### src/rtl/dense_frame_ctrl.sv
// Frame sequencer for one dense layer: BRAM fill, core launch, serial argmax, result handshake.
// Optional dense-done watchdog is built when DENSE_FRAME_CTRL_WDOG_EN is defined.
module dense_frame_ctrl #(
   parameter int DATA_WIDTH  = 16,
   parameter int IN_DIM      = 1568,
   parameter int OUT_DIM     = 10,
   parameter int WDOG_CYCLES = 2**24
) (
   input  logic                             clk,
   input  logic                             reset,
   input  logic                             s_valid,
   output logic                             s_ready,
   input  logic [DATA_WIDTH-1:0]            s_data,
   input  logic                             s_last,
   output logic                             bram_en,
   output logic                             bram_we,
   output logic [$clog2(IN_DIM)-1:0]        bram_addr,
   output logic [DATA_WIDTH-1:0]            bram_din,
   input  logic [$clog2(IN_DIM)-1:0]        core_addr,
   input  logic                             core_en,
   output logic                             core_start,
   input  logic                             core_done,
   input  logic [DATA_WIDTH*OUT_DIM-1:0]    core_vec,
   output logic                             m_valid,
   input  logic                             m_ready,
   output logic [$clog2(OUT_DIM)-1:0]       m_class,
   output logic [DATA_WIDTH-1:0]            m_score,
   output logic                             frame_err,
   output logic                             busy
);

   localparam int ADDR_W  = $clog2(IN_DIM);
   localparam int CLASS_W = $clog2(OUT_DIM);

   typedef enum logic [2:0] {FILL, LAUNCH, RUN, ARGMAX, HOLD} state_t;

   state_t                        state, state_nxt;
   logic [ADDR_W-1:0]             fill_cnt;
   logic [CLASS_W-1:0]            cand;
   logic [CLASS_W-1:0]            best_idx;
   logic signed [DATA_WIDTH-1:0]  best_val;
   logic signed [DATA_WIDTH-1:0]  cand_val;
   logic                          accept;
   logic                          last_beat;
   logic                          wdog_fire;

   assign accept    = s_valid && s_ready;
   assign last_beat = (fill_cnt == ADDR_W'(IN_DIM-1));
   assign cand_val  = core_vec[int'(cand)*DATA_WIDTH +: DATA_WIDTH];
   assign m_class   = best_idx;
   assign m_score   = best_val;
   assign busy      = !((state == FILL) && (fill_cnt == '0));

`ifdef DENSE_FRAME_CTRL_WDOG_EN
   localparam int WDOG_W = $clog2(WDOG_CYCLES+1);
   logic [WDOG_W-1:0] wdog_cnt;

   // Counts cycles spent in RUN; restarts on every entry.
   always_ff @(posedge clk or posedge reset) begin
      if (reset)
         wdog_cnt <= '0;
      else if (state != RUN)
         wdog_cnt <= '0;
      else
         wdog_cnt <= wdog_cnt + 1'b1;
   end

   assign wdog_fire = (state == RUN) && !core_done && (wdog_cnt == WDOG_W'(WDOG_CYCLES-1));
`else
   // No timeout in this build; the parameter stays for a uniform interface.
   assign wdog_fire = 1'b0 & (WDOG_CYCLES > 0);
`endif

   always_ff @(posedge clk or posedge reset) begin
      if (reset)
         state <= FILL;
      else
         state <= state_nxt;
   end

   // s_ready is held low while reset is asserted so every output reads 0.
   always_comb begin
      state_nxt  = state;
      s_ready    = 1'b0;
      bram_en    = 1'b0;
      bram_we    = 1'b0;
      bram_addr  = '0;
      bram_din   = '0;
      core_start = 1'b0;
      m_valid    = 1'b0;
      case (state)
         FILL: begin
            s_ready = !reset;
            if (accept) begin
               bram_en   = 1'b1;
               bram_we   = 1'b1;
               bram_addr = fill_cnt;
               bram_din  = s_data;
               if (last_beat)
                  state_nxt = LAUNCH;
            end
         end
         LAUNCH: begin
            core_start = 1'b1;
            state_nxt  = RUN;
         end
         RUN: begin
            bram_en   = core_en;
            bram_addr = core_addr;
            if (core_done)
               state_nxt = ARGMAX;
            else if (wdog_fire)
               state_nxt = HOLD;
         end
         ARGMAX: begin
            if (cand == CLASS_W'(OUT_DIM-1))
               state_nxt = HOLD;
         end
         HOLD: begin
            m_valid = 1'b1;
            if (m_ready)
               state_nxt = FILL;
         end
         default: state_nxt = FILL;
      endcase
   end

   // Candidate 0 seeds the running best; later ones replace it only when strictly larger.
   always_ff @(posedge clk or posedge reset) begin
      if (reset) begin
         fill_cnt  <= '0;
         cand      <= '0;
         best_idx  <= '0;
         best_val  <= '0;
         frame_err <= 1'b0;
      end else begin
         case (state)
            FILL: begin
               if (accept) begin
                  fill_cnt <= last_beat ? '0 : fill_cnt + 1'b1;
                  if (last_beat != s_last)
                     frame_err <= 1'b1;
               end
            end
            LAUNCH: cand <= '0;
            RUN: begin
               cand <= '0;
               if (wdog_fire) begin
                  best_idx  <= '0;
                  best_val  <= '0;
                  frame_err <= 1'b1;
               end
            end
            ARGMAX: begin
               cand <= cand + 1'b1;
               if ((cand == '0) || (cand_val > best_val)) begin
                  best_val <= cand_val;
                  best_idx <= cand;
               end
            end
            HOLD: begin
               if (m_ready) begin
                  fill_cnt  <= '0;
                  frame_err <= 1'b0;
               end
            end
            default: ;
         endcase
      end
   end

endmodule

### config.mk
export PLATFORM = sky130hd
export DESIGN_NAME = dense_frame_ctrl
export DESIGN_NICKNAME = d
export VERILOG_FILES = /design/src/rtl/dense_frame_ctrl.sv
export SDC_FILE = /design/constraint.sdc
export NUM_CORES = 1
export LEC_CHECK = 0
export CORE_ASPECT_RATIO = 1.5
export CORE_UTILIZATION = 35
export DETAILED_ROUTE_END_ITERATION = 8
export DONT_BUFFER_PORTS = 1
export SETUP_SLACK_MARGIN = 0.3
export SYNTH_ARGS = -nofsm -noshare
export SYNTH_HDL_FRONTEND = slang
export SYNTH_SLANG_ARGS = --single-unit
### constraint.sdc
create_clock -name clk -period 4.9 [get_ports clk]
set_input_delay 0.98 -clock clk [delete_from_list [all_inputs] [get_ports clk]]
set_output_delay 0.98 -clock clk [all_outputs]
set_load 0.01 [all_outputs]
==> flow_summary.yaml <==
run_status:
  status: "complete, no violations"
clocking:
  clock_latency_ns: 0.28
  cts_tree: "yes"
  h-tree-depth: 2
  numCtsBuffers: 5
  clock-sinks: 39
  clockBufferDepth: 2
  path_clk_slew_ns: 0.06
  root_buffer: "clkbuf_16"
  cts_setup_buffers: 0
die:
  die_width_um: 88.48
  rows: 47
  core_area_um2: 11000
  die_area_um2: 11650
  initial_core_util: 0.3570
  chipHeight_um: 131.7
  num_io_pins: 248
power:
  power.density_nw_per_um2: 205.9
  p_leak_nw: 1.653
  vdd_drop_max_mv: 0.1490
drt:
  drtPass1Iterations: 4
  wl_mm: 14.66
  antenna_left: 0
  viasPerCell: 5.936
  routed-via-count: 3633
  first_iter_violations: 160
  drc: 0
  avgRoutedWirePerCell_um: 23.96
worst_setup_path:
  worstPathRequired_ns: 5.07
  endpoint_kind: "flop"
  r2r_start: "cand[1]"
  crit_fanout: 12
  crit_path_start_kind: "flop"
  critPathKind: "reg2reg"
  cp.arrival_ns: 4.39
  critPathLaunch: "cand[1]"
synth:
  synth-xor-area-share: 0.01115
  synth_top_area_frac: 0.2486
  synth_edf_count: 0
  yosys_warnings: 0
  yosysMostFrequentCell: "o21ai_0"
  synth_top_cell_by_area: "dfrtp_1"
  synth_fa_ha_area_frac: 0.06692
  synth_top_family_by_area: "multiplexers"
  syn_nets: 684
  syn_inst: 469
  synth_mux_area_frac: 0.2409
  netlist_area_um2: 3926
  ys_ff_latch: 39
  yosys-top-cells-area: "dfrtp_1, mux2_2, mux2i_1, ha_1, o21ai_0"
  ys_seq_area_frac: 0.2486
  synth-simple-area-share: 0.1679
  async_reset_ff_frac: 1.000
  yosys-top-cells-count: "o21ai_0, a21oi_1, mux2_2"
  synthDistinctLibCells: 45
  synth_ff_type: "dfrtp_1"
  avgSynthCellArea_um2: 8.372
  synth_compound_area_frac: 0.2011
timing:
  rsz0062_at_grt: "no"
  finalSetupTns_ns: 0
  slew_headroom: 0.3968
  slew_viol_final: 0
  skew_ns: 0.005620
  tightestPinTransition_ns: 0.9048
  setup_viol_count_final: 0
  finalCriticalPeriod_ns: 4.221
  max_freq_mhz: 236.9
  hold_violations: 0
  fin_crit_sh: 0.8614
global_routing:
  grt_util_all_layers: 0.2476
  grt_antenna_before_repair: 10
  grt_pass1_wl_mm: 20.81
  overflow: 0
  grt_pass1_vias: 3654
  grt_max_degree: 47
final_layout:
  fillerInstances: 1134
  final_layout_size_suffix_gt1_frac: 0.1711
  instances_no_fill: 612
  area_growth_pct: 8.795
  final_nets: 670
placed_design:
  port_buffers: 0
  gp_congestion: 0.9908
  dpl.hpwl_mm: 12.01
  place.detailed.instances: 595
min_path:
  hp-class: "reg2reg"
  hold_start: "m_class[1]"
flow_run:
  cap_violations: 0
-- power breakdown --
part,internal (mW),switching [mW]
sequential,0.338,0.0298
combinational,0.0556,0.0693
clock,0.253,0.133
-- worst max-delay path: stages, from the launching register on --
cell and delay, ns:
dfrtp_2 0.51, clkinv_1 0.14, nor3_2 0.49, buf_4 0.27, a221oi_1 0.10, a21oi_1 0.25, ha_1 0.27, a21oi_1 0.13
o21ai_0 0.12, a2111oi_0 0.55, nand4b_1 0.26, a31oi_4 0.31, buf_4 0.31, mux2_2 0.36
-- cells in the final DEF (no fill, tap or decap), types with 3 or more instances in the layout --
cell	n
nor3_1	6
mux2i_1	36
a22o_1	12
a221oi_1	16
and3_1	3
o21ai_0	47
ha_1	21
diode_2	9
nand2_1	32
nor3b_1	3
and2_1	17
xnor2_1	4
buf_4	11
nor2_1	23
dfrtp_1	37
or2_2	3
a21oi_1	41
inv_1	25
clkbuf_16	5
nand3_1	24
nand4_1	4
mux2_4	9
mux2_2	40
nor4_1	3
-- through the flow --
step	util	setup WS (ns)	power, mW	hold WS (ns)	instance area [um^2]
finish	0.3884	0.6793	0.8794	0.5945	4272
global route	0.3873	0.3342	0.9243	0.6129	4259
CTS	0.3862	0.6822	0.8897	0.5865	4247
detailed placement	0.3703	0.7000	0.4975	0.5699	4073
global placement	0.3703	0.7135	0.4966	0.5723	4073
floorplan	-	1.145	0.4663	0.5180	3926
-- cells by family after synthesis --
logic type	Yosys count
buf+inv	60
flops	39
compound gates	128
mux	85
xor+xnor	5
simple gates	131
fa+ha+maj	21
-- registers in the layout (all words and copies together), names as in the netlist --
name       cells
m_score       16
fill_cnt      11
cand           4
m_class        4
state          3
frame_err      1
-- final cells by class --
cell class	count	area [um^2]	share of cell area
Clock inverter	2	35.03	0.008202
Antenna cell	9	22.52	0.005272
Inverter	27	101.3	0.02373
Clock buffer	6	138.9	0.03251
Timing Repair Buffer	12	102.6	0.02402
Sequential cell	39	978.4	0.2291
Tap cell	147	183.9	0.04306
Multi-Input combinational cell	370	2709	0.6342
-- repair_timing --
action	in CTS	in global routing
gates resized for setup	0	1
setup endpoints to repair	0	2
hold buffers	0	0
-- path summary, 6_finish.rpt --
kind	slack, ns	end	depth (start not counted)
hold reg to reg	0.59	m_class[1]	1
max in group asynchronous	3.79	cand[1]	2
setup reg to reg	0.68	m_class[0]	13
hold / removal	0.59	m_class[1]	1
min in group asynchronous	0.72	fill_cnt[0]	2
setup / recovery	0.68	m_class[0]	13
-- routing by layer --
metal	vias to the layer above	track usage	routed length (um)
li1	1688	-	-
met1	1666	0.2371	4739
met2	232	0.4474	7443
met3	41	0.08920	1660
met4	6	0.1272	773
met5	-	0	45
No activity file was read; power rests on OpenSTA's default activity.
